`src/rtl/pipe_hazard_ctrl.sv`:
```
// Pipeline hazard controller: load-use stall, redirect flush, memory-wait hold with a sticky watchdog.
// Define HAZARD_PERF_EN to add the stall_cycles / flush_events performance counters.
module pipe_hazard_ctrl #(
  parameter int unsigned TIMEOUT_CYCLES = 255
) (
  input  logic        clk,
  input  logic        rst,
  input  logic [4:0]  rs1_id,
  input  logic [4:0]  rs2_id,
  input  logic [4:0]  rs1_idex,
  input  logic [4:0]  rs2_idex,
  input  logic [4:0]  rd_idex,
  input  logic        memread_idex,
  input  logic [4:0]  rd_exmem,
  input  logic        regwrite_exmem,
  input  logic [4:0]  rd_memwb,
  input  logic        regwrite_memwb,
  input  logic        branch_taken_ex,
  input  logic        jump_ex,
  input  logic        dmem_req,
  input  logic        dmem_ready,
  output logic        pc_write,
  output logic        ifid_write,
  output logic        ifid_flush,
  output logic        idex_flush,
  output logic        exmem_hold,
  output logic [1:0]  fwd_a,
  output logic [1:0]  fwd_b,
`ifdef HAZARD_PERF_EN
  output logic [15:0] stall_cycles,
  output logic [15:0] flush_events,
`endif
  output logic [1:0]  ctrl_state,
  output logic        mem_timeout
);

  typedef enum logic [1:0] {
    RUN      = 2'b00,
    LU_STALL = 2'b01,
    MEM_WAIT = 2'b10,
    RSVD     = 2'b11
  } state_t;

  localparam logic [15:0] TIMEOUT_L = 16'(TIMEOUT_CYCLES);

  state_t      state, next_state;
  logic [15:0] wait_cnt;
  logic        lu, redir, mw;

  assign lu    = memread_idex && (rd_idex != 5'd0) &&
                 ((rd_idex == rs1_id) || (rd_idex == rs2_id));
  assign redir = branch_taken_ex || jump_ex;
  assign mw    = dmem_req && !dmem_ready;
  assign ctrl_state = state;

  function automatic logic [1:0] fwd_sel(
    input logic [4:0] rs,
    input logic [4:0] xm_rd,
    input logic       xm_we,
    input logic [4:0] mw_rd,
    input logic       mw_we
  );
    if (xm_we && (xm_rd != 5'd0) && (xm_rd == rs))
      return 2'b10;
    else if (mw_we && (mw_rd != 5'd0) && (mw_rd == rs))
      return 2'b01;
    else
      return 2'b00;
  endfunction

  // Encoding 11 falls through the same path as RUN; only LU_STALL masks the load-use term.
  always_comb begin
    next_state = RUN;
    pc_write   = 1'b1;
    ifid_write = 1'b1;
    ifid_flush = 1'b0;
    idex_flush = 1'b0;
    exmem_hold = 1'b0;
    if (mw) begin
      pc_write   = 1'b0;
      ifid_write = 1'b0;
      exmem_hold = 1'b1;
      next_state = MEM_WAIT;
    end else if (redir) begin
      ifid_flush = 1'b1;
      idex_flush = 1'b1;
    end else if (lu && (state != LU_STALL)) begin
      pc_write   = 1'b0;
      ifid_write = 1'b0;
      idex_flush = 1'b1;
      next_state = LU_STALL;
    end
    if (!rst) begin
      pc_write   = 1'b0;
      ifid_write = 1'b0;
      ifid_flush = 1'b1;
      idex_flush = 1'b1;
      exmem_hold = 1'b0;
    end
  end

  always_comb begin
    fwd_a = 2'b00;
    fwd_b = 2'b00;
    if (rst) begin
      fwd_a = fwd_sel(rs1_idex, rd_exmem, regwrite_exmem, rd_memwb, regwrite_memwb);
      fwd_b = fwd_sel(rs2_idex, rd_exmem, regwrite_exmem, rd_memwb, regwrite_memwb);
    end
  end

  // The watchdog only counts cycles that stay in MEM_WAIT; leaving clears the count.
  always_ff @(posedge clk or negedge rst) begin
    if (!rst) begin
      state       <= RUN;
      wait_cnt    <= 16'd0;
      mem_timeout <= 1'b0;
    end else begin
      state <= next_state;
      if ((state == MEM_WAIT) && (next_state == MEM_WAIT)) begin
        if (wait_cnt != TIMEOUT_L) begin
          wait_cnt <= wait_cnt + 16'd1;
          if ((wait_cnt + 16'd1) == TIMEOUT_L)
            mem_timeout <= 1'b1;
        end
      end else begin
        wait_cnt <= 16'd0;
      end
    end
  end

`ifdef HAZARD_PERF_EN
  always_ff @(posedge clk or negedge rst) begin
    if (!rst) begin
      stall_cycles <= 16'd0;
      flush_events <= 16'd0;
    end else begin
      if (!pc_write && (stall_cycles != 16'hFFFF))
        stall_cycles <= stall_cycles + 16'd1;
      if (redir && !mw && (flush_events != 16'hFFFF))
        flush_events <= flush_events + 16'd1;
    end
  end
`endif

endmodule

```
`config.mk`:
```
export PLATFORM = sky130hd
export DESIGN_NAME = pipe_hazard_ctrl
export DESIGN_NICKNAME = d
export VERILOG_FILES = /design/src/rtl/pipe_hazard_ctrl.sv
export SDC_FILE = /design/constraint.sdc
export NUM_CORES = 1
export LEC_CHECK = 0
export CAP_MARGIN = 20
export CORE_UTILIZATION = 49
export DETAILED_ROUTE_END_ITERATION = 10
export HOLD_SLACK_MARGIN = 0.03
export PLACE_DENSITY = 0.84
export SLEW_MARGIN = 20
export SYNTH_ARGS = -nofsm -noshare
export SYNTH_HDL_FRONTEND = slang
export SYNTH_SLANG_ARGS = --single-unit
```
`constraint.sdc`:
```
create_clock -name clk -period 5.1 [get_ports clk]
set_input_delay 1.02 -clock clk [delete_from_list [all_inputs] [get_ports clk]]
set_output_delay 1.02 -clock clk [all_outputs]
set_load 0.01 [all_outputs]
```
==> impl_metrics.tcl <==
set metrics [dict create \
    ys_seq_area_share_pct 29.6 \
    crit_type "in -> out" \
    cts_inserted_buffers 3 \
    top_layer_used "met4" \
    overflow 0 \
    synthTopCellsByArea "dfrtp_1 (30%), xnor2_1 (14%), xor2_1 (11%)" \
    fp.dieH_um 59.3 \
    die_area_um2 3510 \
    met3_length_um 128 \
    gp_congestion 0.851 \
    diodes 0 \
    nFillCells 252 \
    fmax_mhz 238 \
    grt_usage_pct 23.5 \
    regArea_um2 475 \
    cts_tree "built" \
    ios 56 \
    hold-worst-slack_ns 0.482 \
    yosys_register_bits 19 \
    routedLengthMet1_um 1630 \
    cts.path.max_buffers 2 \
    synth.largest_area_cell "dfrtp_1" \
    multi_input_area_um2 1050 \
    startpoint_type "primary input" \
    final_cell_mix "clkdlybuf4s50_1 (55), xnor2_1 (25), xor2_1 (20)" \
    htree_num_levels 1 \
    start_util_pct 52.2 \
    grt_first_pass_wirelength_um 6130 \
    slew_violations 0 \
    worstMarginPinSlew_ns 0.492 \
    setup-tns-final_ns 0 \
    clk_pin_slew_ns 0.10 \
    cp.required_ns 4.08 \
    max-slew-margin-rel_pct 66.9 \
    period_minus_slack_ns 4.19 \
    root_buffer "clkbuf_4" \
    cts.repair.resized 0 \
    firstDrtPassIters 4 \
    layout-drive-gt1-share_pct 6.09 \
    nets 277 \
    path_max_fanout 3 \
    maxCapViolCount 0 \
    p_total_mw 0.310 \
    status "finished, final reports clean" \
    ant_nets 0 \
    syn_inst 178 \
    synth_area_um2 1610 \
    synth.top_cell.area_share_pct 29.6 \
    first_iter_violations 55 \
    rows 20 \
    io_buffers 55 \
    ys_warn_count 0 \
    crit_path_end_kind "output pin" \
    final_util_pct 70.9 \
    dieWidth_um 59.3 \
    wire_per_inst_um 14.0 \
    remaining_drc_errors 0 \
    via_per_inst 5.20 \
    setup_viol 0 \
    min_path_type "reg -> reg" \
    p_leak_nw 0.795 \
    hpwl_um 3190 \
    synth_nets 224 \
    antenna_found_initial 0 \
    skew_ns 0.00256 \
    max-vdd-ir-drop_mv 0.140 \
    routed_wl_um 3850 \
    clkLatencyLatePin_ns 0.29 \
    grt_pass1_vias 1368 \
    hold_buffers 0 \
    core_um2 3080 \
    clock_sinks 19 \
    wl_met2_um 2050 \
    layout_commonest_cell "clkdlybuf4s50_1" \
    post_cts_buffers 0 \
    arrival_ns 3.17 \
    fin_crit_sh_pct 82.2 \
    layout-area-overhead-vs-synth_pct 35.6 \
    power.density_nw_per_um2 142 \
    ys_types 42 \
    syn_avg_cell_area_um2 9.03 \
    hold_viol 0 \
    rsz0062_at_grt "false" \
    grt_max_degree 26 \
    via_count 1425 \
]
[synthesized netlist by cell type (all sizes together)]
library cell	count
a21boi	1
o31ai	1
and4	1
and3	2
a31oi	2
nor4	7
a41o	1
xor2	20
o21ai	7
xnor2	25
o22ai	1
a21oi	7
mux2i	1
nor3b	1
ha	2
buf	8
nand2b	4
nor2b	2
nand3	15
nand4	4
a211oi	2
nor2	19
or3	1
and3b	1
nand2	5
inv	4
or4	4
o211ai	1
dfrtp	19
nor3	6
and2	4
[flip-flops by register name, indices dropped and copies added, names as in the netlist]
name         count
wait_cnt        16
mem_timeout      1
ctrl_state       2
[logic make-up (layout without fill, tap and decap cells)]
group | after synthesis | in the layout | synth area share (%)
AOI/OAI and AO/OA | 23 | 23 | 8.48
xor gates and xnor gates | 45 | 45 | 24.5
adders and majority gates | 2 | 2 | 1.56
buffers and inverters | 12 | 64 | 5.06
DFF | 19 | 19 | 29.6
muxes | 1 | 1 | 0.623
and+or+nand+nor | 76 | 76 | 30.2
[path summary, 6_finish.rpt]
check	endpoint	startpoint	slack [ns]	depth (start not counted)
min	mem_timeout$_DFFE_PN0P_	mem_timeout$_DFFE_PN0P_	0.48	1
max reg2reg	mem_timeout$_DFFE_PN0P_	wait_cnt[0]$_DFFE_PN0P_	3.13	6
min reg2reg	mem_timeout$_DFFE_PN0P_	mem_timeout$_DFFE_PN0P_	0.48	1
max	fwd_a[0]	rd_memwb[4]	0.91	6
min in group asynchronous	ctrl_state[1]$_DFF_PN0_	rst	1.15	2
max in group asynchronous	wait_cnt[7]$_DFFE_PN0P_	rst	3.73	2
[routing by layer]
metal | up-vias | GRT usage [%]
met2 | 28 | 43.3
li1 | 730 | -
met3 | 4 | 4.80
met1 | 663 | 27.7
met4 | 0 | 4.76
met5 | - | 0
[critical path, stage by stage]
cell	delay, ns
clkdlybuf4s50_1	0.53
or4_1	0.14
o211ai_1	0.09
or4_1	0.53
nor4_1	0.27
clkdlybuf4s50_1	0.59
[report_power, final]
| part | switching, mW | total (mW) | leakage [nW] | internal [mW] |
|---|---|---|---|---|
| clock | 0.0439 | 0.0743 | 0.0150 | 0.0304 |
| combinational | 0.0323 | 0.0840 | 0.515 | 0.0516 |
| sequential | 0.000914 | 0.152 | 0.264 | 0.151 |
[through the flow]
stage          setup slack [ns]  std cells  area, um^2
6_report                  0.906        274        2180
5_1_grt                   0.760        274        2180
4_1_cts                   0.889        274        2180
3_5_place_dp              0.893        270        2150
3_3_place_gp              0.958        270        2150
2_1_floorplan              1.87        178        1610
[cell type report]
type                       instances  area share [%]
sequential                        19            21.8
multi-input combinational        147            48.2
tap                               44            2.52
clock buffer                       4            1.20
timing repair buffer              56            25.6
inverter                           4           0.688
No activity file was read; power rests on OpenSTA's default activity.
